`config.mk`:
```
export PLATFORM = sky130hd
export DESIGN_NAME = mmio_port_responder_flat
export DESIGN_NICKNAME = d
export VERILOG_FILES = /design/src/rtl/mmio_port_responder_if.sv /design/src/rtl/mmio_port_responder.sv /design/src/flat_wrapper.sv
export SDC_FILE = /design/constraint.sdc
export NUM_CORES = 1
export LEC_CHECK = 0
export CORE_MARGIN = 2
export CORE_UTILIZATION = 56
export CTS_CLUSTER_DIAMETER = 120
export DETAILED_ROUTE_END_ITERATION = 6
export GPL_ROUTABILITY_DRIVEN = 0
export PLACE_DENSITY = 0.9
export SYNTH_ARGS = -nofsm -noshare
export SYNTH_HDL_FRONTEND = slang
export SYNTH_SLANG_ARGS = --single-unit
```
`constraint.sdc`:
```
create_clock -name clk -period 3.31 [get_ports clk]
set_input_delay 0.4965 -clock clk [delete_from_list [all_inputs] [get_ports clk]]
set_output_delay 0.4965 -clock clk [all_outputs]
set_load 0.02 [all_outputs]
```
`src/rtl/mmio_port_responder_if.sv`:
```
// rtl/mmio_port_responder_if.sv - MEM-stage data bus between the core and the MMIO responder
interface mmio_port_responder_if;
  logic [31:0] Address;
  logic [31:0] WriteData;
  logic        MemWrite;
  logic        MemRead;
  logic [31:0] ReadData;
  logic        Hit;

  modport master (output Address, WriteData, MemWrite, MemRead, input ReadData, Hit);
  modport slave  (input Address, WriteData, MemWrite, MemRead, output ReadData, Hit);
endinterface

```
`src/rtl/mmio_port_responder.sv`:
```
// rtl/mmio_port_responder.sv - MMIO responder: output port, synchronized input port, timer/compare, irq
module mmio_port_responder #(
  parameter logic [31:0] BASE_ADDR   = 32'h1001_0100,
  parameter int          IN_WIDTH    = 8,
  parameter int          TIMER_WIDTH = 32
) (
  input  logic                clk,
  input  logic                reset,
  mmio_port_responder_if.slave bus,
  input  logic [IN_WIDTH-1:0] PortIn,
  output logic [31:0]         PortOut,
  output logic                Irq
);
  localparam logic [2:0] OFS_PORT_OUT = 3'd0;
  localparam logic [2:0] OFS_PORT_IN  = 3'd1;
  localparam logic [2:0] OFS_STATUS   = 3'd2;
  localparam logic [2:0] OFS_CAPTURE  = 3'd3;
  localparam logic [2:0] OFS_TIMER    = 3'd4;
  localparam logic [2:0] OFS_COMPARE  = 3'd5;
  localparam logic [2:0] OFS_CTRL     = 3'd6;

  logic [IN_WIDTH-1:0]    sync1;
  logic [IN_WIDTH-1:0]    sync2;
  logic [IN_WIDTH-1:0]    prevIn;
  logic [IN_WIDTH-1:0]    capture;
  logic [1:0]             status;
  logic [TIMER_WIDTH-1:0] timer;
  logic [TIMER_WIDTH-1:0] compare;
  logic [2:0]             ctrl;

  logic [2:0]  wordOfs;
  logic        winHit;
  logic        readHit;
  logic        writeHit;
  logic        inChange;
  logic        tmrMatch;
  logic        timerWrite;
  logic [1:0]  statusClr;
  logic [31:0] readMux;
  logic        unusedAddrBits;

  assign wordOfs        = bus.Address[4:2];
  assign winHit         = (bus.Address[31:5] == BASE_ADDR[31:5]);
  assign bus.Hit        = (bus.MemRead | bus.MemWrite) & winHit;
  assign readHit        = bus.MemRead & winHit;
  assign writeHit       = bus.MemWrite & winHit;
  assign unusedAddrBits = ^bus.Address[1:0];

  // Change detection and match both look at pre-edge values; a same-edge W1C never hides them.
  assign inChange   = (sync2 != prevIn);
  assign tmrMatch   = ctrl[0] & (timer == compare);
  assign timerWrite = writeHit && (wordOfs == OFS_TIMER);
  assign statusClr  = (writeHit && (wordOfs == OFS_STATUS)) ? bus.WriteData[1:0] : 2'b00;

  always_comb begin
    readMux = '0;
    case (wordOfs)
      OFS_PORT_OUT: readMux = PortOut;
      OFS_PORT_IN:  readMux = 32'(sync2);
      OFS_STATUS:   readMux = {30'd0, status};
      OFS_CAPTURE:  readMux = 32'(capture);
      OFS_TIMER:    readMux = 32'(timer);
      OFS_COMPARE:  readMux = 32'(compare);
      OFS_CTRL:     readMux = {29'd0, ctrl};
      default:      readMux = '0;
    endcase
  end

  assign bus.ReadData = readHit ? readMux : 32'd0;

  always_ff @(posedge clk or negedge reset) begin
    if (!reset) begin
      sync1   <= '0;
      sync2   <= '0;
      prevIn  <= '0;
      capture <= '0;
      status  <= '0;
      timer   <= '0;
      compare <= '0;
      ctrl    <= '0;
      PortOut <= '0;
    end else begin
      sync1  <= PortIn;
      sync2  <= sync1;
      prevIn <= sync2;
      if (inChange) begin
        capture <= sync2;
      end
      status <= (status & ~statusClr) | {tmrMatch, inChange};

      if (writeHit) begin
        case (wordOfs)
          OFS_PORT_OUT: PortOut <= bus.WriteData;
          OFS_COMPARE:  compare <= bus.WriteData[TIMER_WIDTH-1:0];
          OFS_CTRL:     ctrl    <= bus.WriteData[2:0];
          default:      ;
        endcase
      end

      if (timerWrite) begin
        timer <= bus.WriteData[TIMER_WIDTH-1:0];
      end else if (ctrl[0]) begin
        timer <= timer + TIMER_WIDTH'(1);
      end
    end
  end

  assign Irq = |(status & ctrl[2:1]);
endmodule

```
`src/flat_wrapper.sv`:
```
// flat-port wrapper written by rule: the top's interface ports become plain ports
module mmio_port_responder_flat 
#(
  parameter logic [31:0] BASE_ADDR   = 32'h1001_0100,
  parameter int          IN_WIDTH    = 8,
  parameter int          TIMER_WIDTH = 32
)
  (clk, reset, PortIn, PortOut, Irq, bus_Address, bus_WriteData, bus_MemWrite, bus_MemRead, bus_ReadData, bus_Hit);
  mmio_port_responder_if bus_i ();
  input  logic clk;
  input  logic reset;
  input  logic [IN_WIDTH-1:0] PortIn;
  output logic [31:0] PortOut;
  output logic Irq;
  input wire logic [$bits(bus_i.Address)-1:0] bus_Address;
  input wire logic [$bits(bus_i.WriteData)-1:0] bus_WriteData;
  input wire logic [$bits(bus_i.MemWrite)-1:0] bus_MemWrite;
  input wire logic [$bits(bus_i.MemRead)-1:0] bus_MemRead;
  output wire logic [$bits(bus_i.ReadData)-1:0] bus_ReadData;
  output wire logic [$bits(bus_i.Hit)-1:0] bus_Hit;
  assign bus_i.Address = bus_Address;
  assign bus_i.WriteData = bus_WriteData;
  assign bus_i.MemWrite = bus_MemWrite;
  assign bus_i.MemRead = bus_MemRead;
  assign bus_ReadData = bus_i.ReadData;
  assign bus_Hit = bus_i.Hit;
  mmio_port_responder #(.BASE_ADDR(BASE_ADDR), .IN_WIDTH(IN_WIDTH), .TIMER_WIDTH(TIMER_WIDTH)) u_core (.clk(clk), .reset(reset), .bus(bus_i), .PortIn(PortIn), .PortOut(PortOut), .Irq(Irq));
endmodule
```
# Word-level counts from Yosys, hierarchy flattened
# Cells that the tools add are included.
[classes]
addsub = 1
n_eq_ne = 9
n_mux = 5
bitwise = 9
reduce_logical = 8
[op_table]
columns = ["operator", "n"]
rows = [
  ["$pmux W32 S7", 1],
  ["$mux W32", 3],
  ["$add A32 B1 Y32 const B", 1],
  ["$eq A32 B32 Y1", 1],
  ["$eq A27 B24 Y1 const B", 1],
  ["$eq A3 B3 Y1 const B", 3],
  ["$ne A8 B8 Y1", 1],
  ["$eq A3 B2 Y1 const B", 2],
  ["$reduce_and A2 Y1", 3],
  ["$and A1 B1 Y1", 4],
  ["$and A2 B2 Y2", 2],
  ["$eq A3 B1 Y1 const B", 1],
  ["$logic_not A3 Y1", 1],
  ["$logic_and A1 B1 Y1", 2],
  ["$mux W2", 1],
  ["$not A2 Y2", 1],
  ["$or A2 B2 Y2", 1],
  ["$reduce_bool A2 Y1", 1],
  ["$reduce_or A2 Y1", 1],
  ["$or A1 B1 Y1", 1],
]
[word_totals]
ff_bits = 133
inputBits = 76
out_inout_bits = 66
elab_cells = 41

# Longest topological paths before layout
[logic_depth]
word_depth = 7
mapped_depth = 7
depth_no_buf = 6

# Worst setup path after synthesis
# No wires, ideal clock.
[synth_timing]
path_type = "input-to-output"
startpoint = "in bus_Address[2]"
endpoint = "out bus_ReadData[3]"
arrival_time_ns = 1.940
required_time_ns = 2.813
slack_ns = 0.873
stages = 6
n_path_buf = 2
path_cell_list = "clkbuf_1 -> buf_2 -> nor2b_1 -> a22oi_1 -> o22a_1 -> nor2_1"
[synth_between]
elab_chain_len = 3
word_cells_on_any_way = 9
cone_classes = "eq/ne: 6; mux: 2; reduce/logical: 1"
[synth_lines]
columns = ["item", "line_no", "rtl"]
rows = [
  ["start, declared", "flat_wrapper.sv:15", "input wire logic [$bits(bus_i.Address)-1:0] bus_Address;"],
  ["$eq A3 B3 Y1, or another cell as far along", "mmio_port_responder.sv:57", "case (wordOfs)"],
  ["$pmux W32 S7 *", "mmio_port_responder.sv:57", ""],
  ["$mux W32 *", "mmio_port_responder.sv:69", "assign bus.ReadData = readHit ? readMux : 32'd0;"],
  ["end, declared", "flat_wrapper.sv:19", "output wire logic [$bits(bus_i.ReadData)-1:0] bus_ReadData;"],
]
# Mark *: on every way between the ends. The rest lies on a longest branch, timed or not.

# Worst setup path in the final report
[layout_timing]
startpoint = "in bus_Address[18]"
endpoint = "out bus_ReadData[1]"
[layout_between]
elab_chain_len = 3
[layout_lines]
columns = ["item", "line_no", "rtl"]
rows = [
  ["$eq A27 B24 Y1", "mmio_port_responder.sv:43", "assign winHit = (bus.Address[31:5] == BASE_ADDR[31:5]);"],
  ["$and A1 B1 Y1", "mmio_port_responder.sv:45", "assign readHit = bus.MemRead & winHit;"],
  ["$mux W32", "mmio_port_responder.sv:69", ""],
]
# No other way between the ends.

==> results.tsv <==
stage	metric	value	unit
drt	wl_per_cell	21.7	um
cts	cts_tree	done	
synth	netlist_top_cells_count	dfrtp_1, mux2_2, nor2_1, nand2_1, xor2_1	
synth	synth_most_common_cell	dfrtp_1	
synth	synth_edf_count	0	
timing	layout_setup_ws	0.133	ns
timing	fin_crit	3.18	ns
final_layout	syn_to_final_growth	32.8	%
timing	finClkSkew	0.00592	ns
floorplan	fp-row-count	40	
setup_path	rr_startpoint	u_core.timer[0]	
floorplan	boundaryPins	142	
placement	placed_area	8410	um2
timing	fin_setup_tns	0	ns
cts	clk_latency	0.42	ns
synth	synth_fp_nets	690	
floorplan	die_h	114	um
setup_path	critPathRequiredTime	2.81	ns
timing	tightest_slew	0.897	ns
drt	antenna_left	0	
synth	yosys_warnings	0	
cts	cts_sinks	133	
drt	num_vias	5738	
setup_path	max_stage_delay	0.63	ns
run	max-cap-violations	0	
final_layout	ff_latch_area	3330	um2
drt	dr.pass1.iters	6	
final_layout	drive_above_1_share	0.213	
drt	wirelength	19700	um
power_and_ir_drop	ir_drop	331	uV
setup_path	cp-start-kind	input pin	
grt	grt_max_degree	134	
setup_path	endpoint_kind	output pin	
grt	track_usage	0.310	
power_and_ir_drop	internal_power	2.92	mW
synth	yosysSeqAreaShare	0.487	
synth	synth-main-ff-cell	dfrtp_1	
cts	cts_buffers	17	
synth	yosysUniqueCellTypes	43	
synth	synthesis.area	6830	um2
drt	drtIter0Drc	658	
floorplan	die-width	114	um
power_and_ir_drop	p_switching	829	uW
power_and_ir_drop	sw_frac_of_total	0.221	
grt	overflow	0	
drt	viasPerCell	6.32	
floorplan	coreArea	12000	um2
grt	grt_pass1_wl	31300	um
cts	hold_buffers	0	
setup_path	worstPathArrival	2.68	ns
synth	synth_cells	613	
grt	grt_pass1_vias	6076	
final_layout	fin_area	9070	um2
final_layout	diodes	0	
setup_path	crit_path_start	bus_Address[18]	
final_layout	fin_util	0.758	
synth	synth.largest_area_cell	dfrtp_1	
synth	synth_seq_cells	133	
power_and_ir_drop	power_frac_seq	0.443	
final_layout	final_nets	826	
timing	max_freq	315	MHz
final_layout	multi_input_comb_area	3360	um2
setup_path	crit_top_cell	clkdlybuf4s50_1	
final_layout	finalNonFillerCells	908	
timing	fin_crit_sh	0.960	
final_layout	final.fill_count	707	
timing	setup_viol_count_final	0	
setup_path	cp_slowest_cell	clkdlybuf4s50_1	
grt	antenna_found_initial	0	
placement	port_buffers	139	
power_and_ir_drop	p_comb_frac	0.070	
timing	hold_viol	0	
synth	synth.avg_cell_area	11.1	um2
floorplan	start_util	0.571	
synth	synth-async-reset-ratio	1.00	
status	status	completed	
power_and_ir_drop	p_leak	4.06	nW
setup_path	cp_max_fo	8	
drt	drc	0	
min_path	hold_path.class	in2async	
cts	cts.clk_slew.worst_paths	0.05	ns
floorplan	die_area	13100	um2
cts	htreeDepth	4	
timing	max-slew-margin-rel	0.400	
timing	drv_slew	0	
setup_path	crit_type	in2out	
setup_path	worstPathCellList	clkdlybuf4s50_1 > nor4b_2 > nand4_1 > nor2_2 > nand3_4 > nor2_1 > clkdlybuf4s50_1	
cts	cts_root_buf	clkbuf_16	
power_and_ir_drop	clkPwrFrac	0.487	
setup_path	cp_num_buf_inv	2	
cts	clockBufferDepth	2	
setup_path	crit_family	simple AND/OR/NAND/NOR gates	
placement	placedCellCount	876	
power_and_ir_drop	p_per_area	413	nW/um2
placement	place_hpwl	12300	um
placement	place_ws	-0.168	ns
synth	yosys-top-cells-area	dfrtp_1, mux2_2, xor2_1	
synth	synth_top_area_frac	0.487	
final timing paths:
| path | cells past startpoint | to | slack (ns) |
|---|---|---|---|
| min in group clk | 0 | u_core.sync2[2] | 0.34 |
| worst min-delay path | 2 | u_core.sync1[7] | 0.19 |
| worst max-delay path | 7 | bus_ReadData[1] | 0.13 |
| worst min register to register | 0 | u_core.sync2[2] | 0.34 |
| worst max register to register | 6 | u_core.timer[24] | 0.83 |
| max in group asynchronous | 2 | u_core.timer[20] | 2.63 |
power by group through the flow:
stage	clock (mW)	sequential [mW]	combinational, mW
floorplan	0	1.68	0.0916
global placement	0	1.69	0.248
detailed placement	0	1.69	0.254
CTS	1.83	1.66	0.259
global route	1.90	1.66	0.282
finish	1.82	1.66	0.262
sequential cells by signal (all words and copies together) (netlist names):
register,flops
u_core.status,2
u_core.prevIn,8
u_core.sync1,8
u_core.compare,32
u_core.capture,8
u_core.sync2,8
u_core.PortOut,32
u_core.timer,32
u_core.ctrl,3
what timing repair did:
action / in CTS / in global routing
resized for setup: 7 / 26
setup endpoints to repair: 12 / 28
setup buffers: 0 / 1
pin swaps: 0 / 2
cell type report:
class / count / share of cell area
Tap cell: 147 / 0.0203
Sequential cell: 133 / 0.367
Clock inverter: 10 / 0.0117
Inverter: 3 / 0.00124
Multi-Input combinational cell: 438 / 0.370
Clock buffer: 21 / 0.0508
Timing Repair Buffer: 156 / 0.179
layer usage:
metal	global-route usage	part of all wire	wire length [um]	vias to the layer above
li1	-	-	-	2470
met4	0.137	0.035	684	0
met2	0.517	0.50	9850	362
met1	0.385	0.38	7470	2831
met3	0.0757	0.086	1690	75
met5	0	0	0	-
kinds of logic after synthesis:
kind of cell               share of synthesized area
and+or+nand+nor                                0.130
DFF                                            0.487
muxes                                          0.189
AOI/OAI and AO/OA                             0.0734
xor gates and xnor gates                      0.0910
buffers and inverters                         0.0282
adders and majority gates                    0.00183
stage by stage:
stage | hold WS [ns] | total power, mW
after floorplan | 0.201 | 1.78
after global placement | 0.334 | 1.93
after detailed placement | 0.336 | 1.94
after CTS | 0.230 | 3.75
after global routing | 0.270 | 3.84
final | 0.193 | 3.75
layout by cell type (no fill, tap or decap), drive strengths merged, types with 2 or more instances in the layout:
| cell type | netlist | routed |
|---|---|---|
| mux4 | 2 | 2 |
| nor3b | 3 | 3 |
| a22oi | 33 | 33 |
| and4 | 2 | 2 |
| nor4b | 3 | 3 |
| a21oi | 2 | 2 |
| nor3 | 7 | 7 |
| and2 | 4 | 4 |
| clkbuf | 26 | 21 |
| nor2 | 46 | 46 |
| o21ai | 35 | 35 |
| nor4 | 10 | 10 |
| dfrtp | 133 | 133 |
| xnor2 | 34 | 34 |
| dlygate4sd2 | 0 | 5 |
| buf | 13 | 19 |
| dlymetal6s2s | 0 | 21 |
| mux2i | 4 | 4 |
| nand3 | 23 | 23 |
| clkdlybuf4s50 | 0 | 111 |
| mux2 | 107 | 107 |
| clkinv | 0 | 7 |
| nand4 | 24 | 24 |
| bufinv | 0 | 2 |
| o22a | 4 | 4 |
| nand2 | 40 | 40 |
| nand3b | 3 | 3 |
| and3 | 6 | 6 |
| inv | 3 | 3 |
| or2 | 2 | 2 |
| xor2 | 37 | 37 |
(Power assumes the default switching activity.)
